**config.mk**
```make
export PLATFORM = sky130hd
export DESIGN_NAME = spectrum_bar_display
export DESIGN_NICKNAME = d
export VERILOG_FILES = /design/src/rtl/spectrum_bar_display.sv
export SDC_FILE = /design/constraint.sdc
export NUM_CORES = 1
export LEC_CHECK = 0
export ABC_AREA = 1
export CAP_MARGIN = 20
export CORE_MARGIN = 2
export CORE_UTILIZATION = 45
export CTS_CLUSTER_DIAMETER = 50
export DETAILED_ROUTE_END_ITERATION = 12
export GPL_TIMING_DRIVEN = 0
export PLACE_DENSITY_LB_ADDON = 0.1
export REMOVE_ABC_BUFFERS = 1
export SLEW_MARGIN = 20
export SYNTH_ARGS = -nofsm -noshare
export SYNTH_HDL_FRONTEND = slang
export SYNTH_SLANG_ARGS = --single-unit
```
**constraint.sdc**
```tcl
create_clock -name clk -period 2.9 [get_ports clk]
set_input_delay 0.29 -clock clk [delete_from_list [all_inputs] [get_ports clk]]
set_output_delay 0.29 -clock clk [all_outputs]
set_load 0.1 [all_outputs]
```
**src/rtl/spectrum_bar_display.sv**
```systemverilog
// Spectrum bar display: captures eight band magnitudes, applies bar decay and
// peak-hold ballistics, and scans the result onto an 8x8 LED matrix.
module spectrum_bar_display #(
    parameter int unsigned SCAN_DIV   = 1000,
    parameter int unsigned DECAY_DIV  = 50000,
    parameter int unsigned HOLD_TICKS = 4
) (
    input  logic       clk,
    input  logic       rst,
    input  logic       spectrum_valid,
    input  logic [7:0] spectrum_0,
    input  logic [7:0] spectrum_1,
    input  logic [7:0] spectrum_2,
    input  logic [7:0] spectrum_3,
    input  logic [7:0] spectrum_4,
    input  logic [7:0] spectrum_5,
    input  logic [7:0] spectrum_6,
    input  logic [7:0] spectrum_7,
    output logic [7:0] led_col,
    output logic [7:0] led_row,
    output logic       peak_any_full
);
    localparam int unsigned SW = $clog2(SCAN_DIV);
    localparam int unsigned DW = $clog2(DECAY_DIV);

    logic [7:0]    spec [8];
    logic [3:0]    lvl [8];
    logic [3:0]    bar_q [8];
    logic [3:0]    bar_d [8];
    logic [3:0]    peak_q [8];
    logic [3:0]    peak_d [8];
    logic [3:0]    hold_q [8];
    logic [3:0]    hold_d [8];
    logic [SW-1:0] scnt_q;
    logic [DW-1:0] dcnt_q;
    logic [2:0]    col_q;
    logic          tick;
    logic [7:0]    row_d;
    logic          paf_d;

    always_comb begin
        spec[0] = spectrum_0;
        spec[1] = spectrum_1;
        spec[2] = spectrum_2;
        spec[3] = spectrum_3;
        spec[4] = spectrum_4;
        spec[5] = spectrum_5;
        spec[6] = spectrum_6;
        spec[7] = spectrum_7;
    end

    assign tick = (dcnt_q == DW'(DECAY_DIV - 1));

    // Peak decay compares against the bar's next value so peak >= bar always holds.
    always_comb begin
        for (int unsigned k = 0; k < 8; k++) begin
            lvl[k]    = (spec[k] == 8'd0) ? 4'd0 : ({1'b0, spec[k][7:5]} + 4'd1);
            bar_d[k]  = bar_q[k];
            peak_d[k] = peak_q[k];
            hold_d[k] = hold_q[k];
            if (spectrum_valid && (lvl[k] >= bar_q[k])) begin
                bar_d[k] = lvl[k];
            end else if (tick && (bar_q[k] != 4'd0)) begin
                bar_d[k] = bar_q[k] - 4'd1;
            end
            if (spectrum_valid && (lvl[k] >= peak_q[k])) begin
                peak_d[k] = lvl[k];
                hold_d[k] = 4'(HOLD_TICKS);
            end else if (tick) begin
                if (hold_q[k] != 4'd0) begin
                    hold_d[k] = hold_q[k] - 4'd1;
                end else if (peak_q[k] > bar_d[k]) begin
                    peak_d[k] = peak_q[k] - 4'd1;
                end
            end
        end
    end

    always_comb begin
        row_d = '0;
        paf_d = 1'b0;
        for (int unsigned r = 0; r < 8; r++) begin
            row_d[r] = (4'(r) < bar_q[col_q]) |
                       ((peak_q[col_q] != 4'd0) && (4'(r) == peak_q[col_q] - 4'd1));
        end
        for (int unsigned k = 0; k < 8; k++) begin
            paf_d = paf_d | (peak_q[k] == 4'd8);
        end
    end

    always_ff @(posedge clk) begin
        if (rst) begin
            scnt_q        <= '0;
            dcnt_q        <= '0;
            col_q         <= '0;
            led_col       <= 8'h01;
            led_row       <= '0;
            peak_any_full <= 1'b0;
            for (int unsigned k = 0; k < 8; k++) begin
                bar_q[k]  <= '0;
                peak_q[k] <= '0;
                hold_q[k] <= '0;
            end
        end else begin
            if (scnt_q == SW'(SCAN_DIV - 1)) begin
                scnt_q <= '0;
                col_q  <= col_q + 3'd1;
            end else begin
                scnt_q <= scnt_q + SW'(1);
            end
            dcnt_q        <= tick ? '0 : dcnt_q + DW'(1);
            led_col       <= 8'b1 << col_q;
            led_row       <= row_d;
            peak_any_full <= paf_d;
            for (int unsigned k = 0; k < 8; k++) begin
                bar_q[k]  <= bar_d[k];
                peak_q[k] <= peak_d[k];
                hold_q[k] <= hold_d[k];
            end
        end
    end
endmodule

```
After elaboration in Yosys (flattened, before gate mapping). Memory sizes are Yosys's and may differ from the RTL's. A register that Yosys moved wholly into a read port is not among the register bits. Index checks and enable logic that the tools add are counted.

Register bits: 46. Bits in latches: 0. Bits in read-only memories: 0. Memories kept: 3. Memory bits (writable): 96. Word-level logic and storage cells: 305. Output and inout port bits: 17. Bits of input ports: 67.

Bitwise operators: 39. Divide/modulo/power cells: 0. Shift operators: 1. Reduce and logical (&&, ||, !) cells: 60. $lt $le $gt $ge: 32. $add $sub $neg: 36. Equal/unequal tests: 17. Muxes and demuxes: 111. $mul: 0.

Memory list: bar_q (words 8, width 4, read ports 9, clocked after memory_dff 1, write ports 8, line 28) `logic [3:0] bar_q [8];`; hold_q (words 8, width 4, read ports 8, clocked after memory_dff 0, write ports 8, line 32) `logic [3:0] hold_q [8];`; peak_q (words 8, width 4, read ports 9, clocked after memory_dff 1, write ports 8, line 30) `logic [3:0] peak_q [8];`.

Operators by type and width (number): $mux W4 (104); $sub A4 B1 Y4 const B (25); $reduce_bool A4 Y1 (17); $ge A4 B4 Y1 (16); $logic_not A8 Y1 (8); $or A1 B1 Y1 (39); $add A3 B1 Y4 const B (8); $eq A4 B4 Y1 const B (8); $gt A4 B4 Y1 (8); $logic_and A1 B1 Y1 (32); $add A16 B1 Y16 const B (1); $eq A16 B16 Y1 const B (1); $eq A3 B4 Y1 const A (4); $lt A3 B4 Y1 const A (4); $mux W3 (4); $add A10 B1 Y10 const B (1); $eq A10 B10 Y1 const B (1); $eq A2 B4 Y1 const A (2); $lt A1 B4 Y1 const A (2); $lt A2 B4 Y1 const A (2); $shl A1 B3 Y8 const A (1); $eq A1 B4 Y1 const A (1); $logic_not A4 Y1 (1); $reduce_or A2 Y1 (2); other kinds (2) (4).

Logic depth before layout (Yosys ltp). Gate-level depths: netlist of the first run.

Depth after elaboration: 11. Depth in mapped cells: 24. Mapped depth without buffers: 24.

Worst setup path after synthesis of the first run. Ideal clock, no wire load.

Kind: input port to flip-flop. Start point: in spectrum_0[5]. End point: mem peak_q[0][2]. Stages on the path: 20. Library setup time: 0.111 ns. Path buffers: 0. Required time: 2.789 ns. Path slack: 0.048 ns. Arrival time: 2.741 ns. Cell sequence: ha_1 > o21ai_0 > inv_1 > ha_1 > inv_1 > o21bai_1 > nand3_1 > nand3_1 > nand2_1 > inv_1 > nand2_1 > and2_1 > ha_1 > nand2_1 > o21bai_1 > a21oi_1 > nand2_1 > and2_1 > nor2_1 > nor2_1.

RTL lines: from (decl) (line 11) `input logic [7:0] spectrum_0,`; to (decl) (line 30).

==> metrics.txt, run 1 <==
slowest CP cell clkdlybuf4s50_1; Hold EP bar_q[1][0]; Startpoint Class input port; Critical Path End Type register; Post-synth ARST share 0%; ANT cells 0; H-Tree Level Count 4; worst skew pair latency 0.43 ns; die height 163 um; CTS Buf Count 17; most frequently used cell type in the post-synthesis netlist nand2_1; routed wire length 30100 um; I/O Pins 84; detailed router's first-iteration violation count 652; worst hold path depth 4; layout cells sized above 1 14.9%; Post-layout nets 2096; CTS max path bufs 2; Hold Path Origin spectrum_1[5]; Period minus WS final 2.94 ns; Fin. Hold Viols 0; WL per Instance 13.5 um; dominant synthesized flop cell dfxtp_1; status complete, but fails checks; global-route wire length before repair 49000 um; clock sinks 145; Final setup viols 3; Post-synth top cells nand2_1, inv_1, nand3_1, nor2_1, dfxtp_1; critical path fanouts, max 5; Pwr Density 589 nW/um^2; initial antenna violation count 0; failing checks negative setup slack; worst r2r path cells 17; Setup WS pre-CTS -0.966 ns; crit path DAT 3.27 ns; Cell Count, Final, Fillers Out 2230; critical path type in -> reg; RSZ-0062 raised after global routing true; CTS tree built; Netlist cell types 32; First-pass DRT Iterations 5; CP max stage delay 0.45 ns; Overall Power 8450 uW; Final Max Tran Viols 0; gr usage total 22.6%; Area Overhead vs Synth 25.5%; gr ovfl total 0; Rows 58; delay-heaviest family, CP simple AND/OR/NAND/NOR gates; number of synthesized flops with an enable pin 0; Routed Antenna Nets 0; post-DP HPWL 21600 um; WP buf/inv 5; die area 26700 um^2; class of the worst hold path in -> reg; setup_tns -0.0907 ns; Root Driver clkbuf_16; hold-fix buffer count after cts 0; post-synthesis sequential area ratio 25.4%; Synth Instances 1768; RR Endpoint peak_q[0][0]; most used cell, CP nor2_1; GPL Wtd Cong 0.904; number of global-route vias before repair 10600; CTS clk-pin slew, worst paths 0.08 ns; vias post-DR 11300; Lkg Pwr 0.00680 uW; Synth top area share 25.4%; dominant cells by area after synthesis dfxtp_1, nand2_1, ha_1; pin count of the biggest net entering global routing 62; initial core utilization 45.6%; crit-path cells clkdlybuf4s50_1, nor2_1, nand2_1, nor2_1, nor2_1, inv_1, ha_1, nand4_1, nand3_2, nand2_2, buf_4, nand3_1, and2_4, ha_4, inv_2, o21bai_1, nand2_1, a21oi_2, nand2_2, nand2_2, inv_2, nor2_1, nor2_1; Synth area leader dfxtp_1; Avg Cell Area, Syn 6.46 um^2; clock skew 0.0143 ns; critical path required time 3.23 ns; f_max 340 MHz; CORE AREA 25000 um^2; MaxCap Viol Count 0; Yosys reg bits 145; dpl cells 2146; worst vdd ir 331 uV; Worst Slack Setup Final -0.0399 ns; Syn Std Cell Area 11400 um^2; drt via density 5.09; worst r2r src bar_q[0][3]; Worst Tran Pin Value 0.979 ns; port bufs 83; die width 163 um; Max-slew headroom 34.5%; Ys Warns 0; # DRC 0; crit share post-route 101%; flop2flop setup slack 0.05 ns
-- registers in the layout (all words and copies together), names as in the netlist, named ones only --
register	cells
col_q	3
hold_q	32
bar_q	32
led_row	8
peak_any_full	1
led_col	8
dcnt_q	16
peak_q	32
scnt_q	10
-- metal layers --
layer	up-vias	part of all wire, %	global-route usage (%)
li1	5966	-	-
met5	-	0	0
met2	201	48	39.8
met4	0	1.3	5.39
met1	5151	47	28.8
met3	22	3.8	3.43
-- cell families after synthesis --
group / count (synthesis) / synth area share (%)
adders and majority gates: 142 / 15.5
xor gates and xnor gates: 60 / 4.60
AOI/OAI and AO/OA: 200 / 9.49
DFF: 145 / 25.4
and+or+nand+nor: 950 / 35.8
buffers and inverters: 271 / 9.12
-- metrics by stage --
stage               hold WS [ns]  area, um^2  util, %
detailed placement         0.454       12600     50.2
finish                     0.235       14300     57.3
global placement           0.430       12500     49.9
global route               0.241       14300     57.3
CTS                        0.342       13800     55.2
floorplan                  0.359       11300        -
-- power breakdown --
part / switching, uW / internal [uW]
Clock: 1100 / 1170
Combinational: 2220 / 1520
Sequential: 230 / 2200
-- worst max path at each step --
stage	from	endpoint	slack, ns	cells past startpoint
floorplan	spectrum_0[5]	peak_q[0][0]	0.03	20
global placement	rst	scnt_q[8]	-2.47	5
detailed placement	spectrum_0[5]	peak_q[0][3]	-0.97	22
CTS	spectrum_3[4]	peak_q[3][3]	0.002	24
global route	spectrum_3[4]	peak_q[3][1]	-0.31	25
finish	spectrum_6[4]	peak_q[6][0]	-0.04	23
-- worst reg2reg max path, cell delays in order, from the launching register on --
cell      delay [ns]
dfxtp_1         0.35
inv_1           0.10
ha_1            0.34
a21oi_1         0.19
nand3_2         0.10
nand2_2         0.10
buf_4           0.14
nand3_1         0.09
and2_4          0.18
ha_4            0.26
inv_1           0.03
nor2_1          0.09
o21bai_1        0.08
a21oi_1         0.17
nand2_1         0.15
and2_4          0.24
nor2_1          0.09
nor2_1          0.05
-- placed cells by master, fill, tap and decap left out, drive strengths merged --
cell	count
nor3	21
a21oi	136
buf	57
nor4	1
clkbuf	19
nand3	220
nand2	485
xor2	37
dlygate4sd2	27
clkinv	9
ha	142
o211ai	9
nand4	16
o21bai	24
clkdlybuf4s15	2
nor2	160
and2	25
or2	10
and3	3
dfxtp	145
o21ai	30
dlymetal6s2s	15
xnor2	23
nor3b	5
clkdlybuf4s50	35
a31oi	1
inv	239
nand3b	4
-- final cells by class --
| cell class | instances | area, um^2 |
|---|---|---|
| Multi-Input combinational cell | 1352 | 8210 |
| Tap cell | 330 | 413 |
| Timing Repair Buffer | 138 | 1310 |
| Inverter | 233 | 880 |
| Clock inverter | 15 | 191 |
| Clock buffer | 17 | 425 |
| Sequential cell | 145 | 2910 |
| Fill cell | 2406 | 10700 |
-- what timing repair did --
| action | 4_1_cts | 5_1_grt |
|---|---|---|
| setup buffers | 33 | 19 |
| setup endpoints to repair | 32 | 40 |
| pin swaps | 83 | 87 |
| resized for setup | 144 | 100 |
| gates cloned | 0 | 0 |
(Power assumes the default switching activity.)
==> inputs of run 2 (changes only) <==
--- a/config.mk
+++ b/config.mk
@@ -8,13 +8,12 @@
 export ABC_AREA = 1
 export CAP_MARGIN = 20
 export CORE_MARGIN = 2
-export CORE_UTILIZATION = 45
+export CORE_UTILIZATION = 40
 export CTS_CLUSTER_DIAMETER = 50
 export DETAILED_ROUTE_END_ITERATION = 12
 export GPL_TIMING_DRIVEN = 0
 export PLACE_DENSITY_LB_ADDON = 0.1
 export REMOVE_ABC_BUFFERS = 1
-export SLEW_MARGIN = 20
 export SYNTH_ARGS = -nofsm -noshare
 export SYNTH_HDL_FRONTEND = slang
 export SYNTH_SLANG_ARGS = --single-unit
==> metrics.txt, run 2 (synthesis results as in run 1) <==
CTS clk-pin slew, worst paths 0.08 ns (about the same); worst skew pair latency 0.44 ns (about the same); CTS max path bufs 2 (unchanged); vias post-DR 11700 (+2.9%); GPL Wtd Cong 0.862 (-4.6%); commonest non-fill, non-tap cell in the layout nand2_1; die area 29900 um^2 (+12%); post-route cell area 15100 um^2 (+5.6%); number of global-route vias before repair 10900 (+3.3%); pin count of the biggest net entering global routing 39 (-37%); I/O Pins 84 (unchanged); First-pass DRT Iterations 6 (+1); crit path DAT 3.11 ns (-0.16 ns); dpl cells 2192 (+2.1%); port bufs 83 (unchanged); # DRC 0 (unchanged); H-Tree Level Count 4 (unchanged); Rows 61 (+5.2%); flop2flop setup slack 0.16 ns (+0.11 ns); Final Max Tran Viols 0 (unchanged); critical path type in -> reg; Hold WS 0.252 ns (+0.0167 ns); post-DP HPWL 22000 um (+2.3%); die height 173 um (+5.9%); Post-layout nets 2132 (+1.7%); clock sinks 145 (unchanged); initial core utilization 40.9% (-4.7 points); ANT cells 0 (unchanged); status complete, no violations; WL per Instance 13.9 um (+2.8%); initial antenna violation count 0 (unchanged); die width 173 um (+5.9%); gr usage total 20.5% (-2.1 points); Area Overhead vs Synth 32.5%; gr ovfl total 0 (unchanged); Critical Path End Type register; CORE AREA 27900 um^2 (+12%); commonest cells after routing, fill and taps aside nand2_1, nand3_1, inv_1; Post-DP Area 12600 um^2 (about the same); Lkg Pwr 0.00718 uW (+5.6%); f_max 360 MHz (+5.9%); CTS Buf Count 17 (unchanged); fin util 54.2% (-3.1 points); Pwr Density 579 nW/um^2 (-1.7%); global-route wire length before repair 51200 um (+4.4%); Root Driver clkbuf_16; Worst Tran Pin Value 1.14 ns (+0.159 ns); class of the worst hold path in -> reg; critical path required time 3.23 ns (about the same); critical path fanouts, max 5 (unchanged); Routed Antenna Nets 0 (unchanged); Fin. Hold Viols 0 (unchanged); drt via density 5.04 (-0.80%); layout cells sized above 1 20.9% (+6.0 points); Final setup viols 0 (-3); clock skew 0.0155 ns (+0.00122 ns); biggest regs bar_q (32), hold_q (32), peak_q (32); detailed router's first-iteration violation count 688 (+5.5%); Cell Count, Final, Fillers Out 2314 (+3.8%); Period minus WS final 2.77 ns (-0.165 ns); Max-slew headroom 24.2% (-10 points); routed wire length 32100 um (+6.6%); MaxCap Viol Count 0 (unchanged); Startpoint Class input port; crit share post-route 95.7% (-5.7 points); worst vdd ir 375 uV (+14%); CTS tree built
run 2: changes by cell type in the layout (fill, tap and decap cells not counted), moves of 12 or more:
cell / change
buf_4: +28
clkbuf_2: +13
dlygate4sd2_1: -19
clkdlybuf4s50_1: -17
nor2_1: -13
nand2_4: +17
clkdlybuf4s15_1: +12
nand2_2: -14
nand3_1: -13
inv_1: -17
run 2: routing by layer:
metal | vias to the layer above | track usage (%) | part of all wire [%]
met4 | 0 | 5.83 | 2.0
met3 | 52 | 3.41 | 3.8
met1 | 5364 | 26.1 | 46
li1 | 6031 | - | -
met5 | - | 0 | 0
met2 | 226 | 35.4 | 48
run 2: repair_timing:
item                                    in CTS  in global routing
gates resized for setup                    170                252
endpoints found under the hold margin        0                  0
cloned                                       0                  1
hold buffers                                 0                  0
buffers inserted                            53                 35
pin swaps                                   98                174
endpoints found under the setup margin      35                 33
run 2: final cells by class:
type                            instances  area [um^2]
Clock buffer                           17          425
Sequential cell                       145         2910
Clock inverter                         15          184
Timing Repair Buffer                  174         1580
Multi-Input combinational cell       1352         8670
Fill cell                            2746        12800
Inverter                              233          897
Tap cell                              378          473
run 2: final timing paths:
kind / from / to / cells past startpoint
hold / removal: spectrum_1[5] / bar_q[1][0] / 4
hold reg to reg: dcnt_q[0] / dcnt_q[0] / 1
setup / recovery: spectrum_0[6] / peak_q[0][3] / 21
setup reg to reg: bar_q[0][3] / peak_q[0][3] / 16
run 2: stage by stage:
step	TNS [ns]	power [uW]	setup WS, ns
after floorplan	0	4860	0.0332
after global placement	-213.40	5600	-2.64
after detailed placement	-26.71	5660	-1.06
after CTS	0	8340	0.00188
after global routing	-0.190	9470	-0.0335
final	0	8770	0.125
run 2: where the power goes:
part / switching, uW / leakage [uW] / internal [uW]
registers: 244 / 0.00118 / 2200
logic: 2340 / 0.00570 / 1670
clock network: 1140 / 0.000297 / 1170
total: 3720 / 0.00718 / 5050
run 2: worst max-delay path, cell delays in order:
cell,delay (ns)
clkdlybuf4s15_2,0.20
ha_1,0.30
o21ai_2,0.08
inv_2,0.08
ha_4,0.27
inv_2,0.03
o21bai_1,0.12
nand3_1,0.11
nand3_2,0.10
nand2_4,0.09
inv_6,0.14
nand2_4,0.06
and2_4,0.16
ha_4,0.25
nand2_1,0.04
o21bai_4,0.16
a21oi_2,0.17
nand2_2,0.11
and2_4,0.19
nor2_4,0.10
nor2_1,0.05
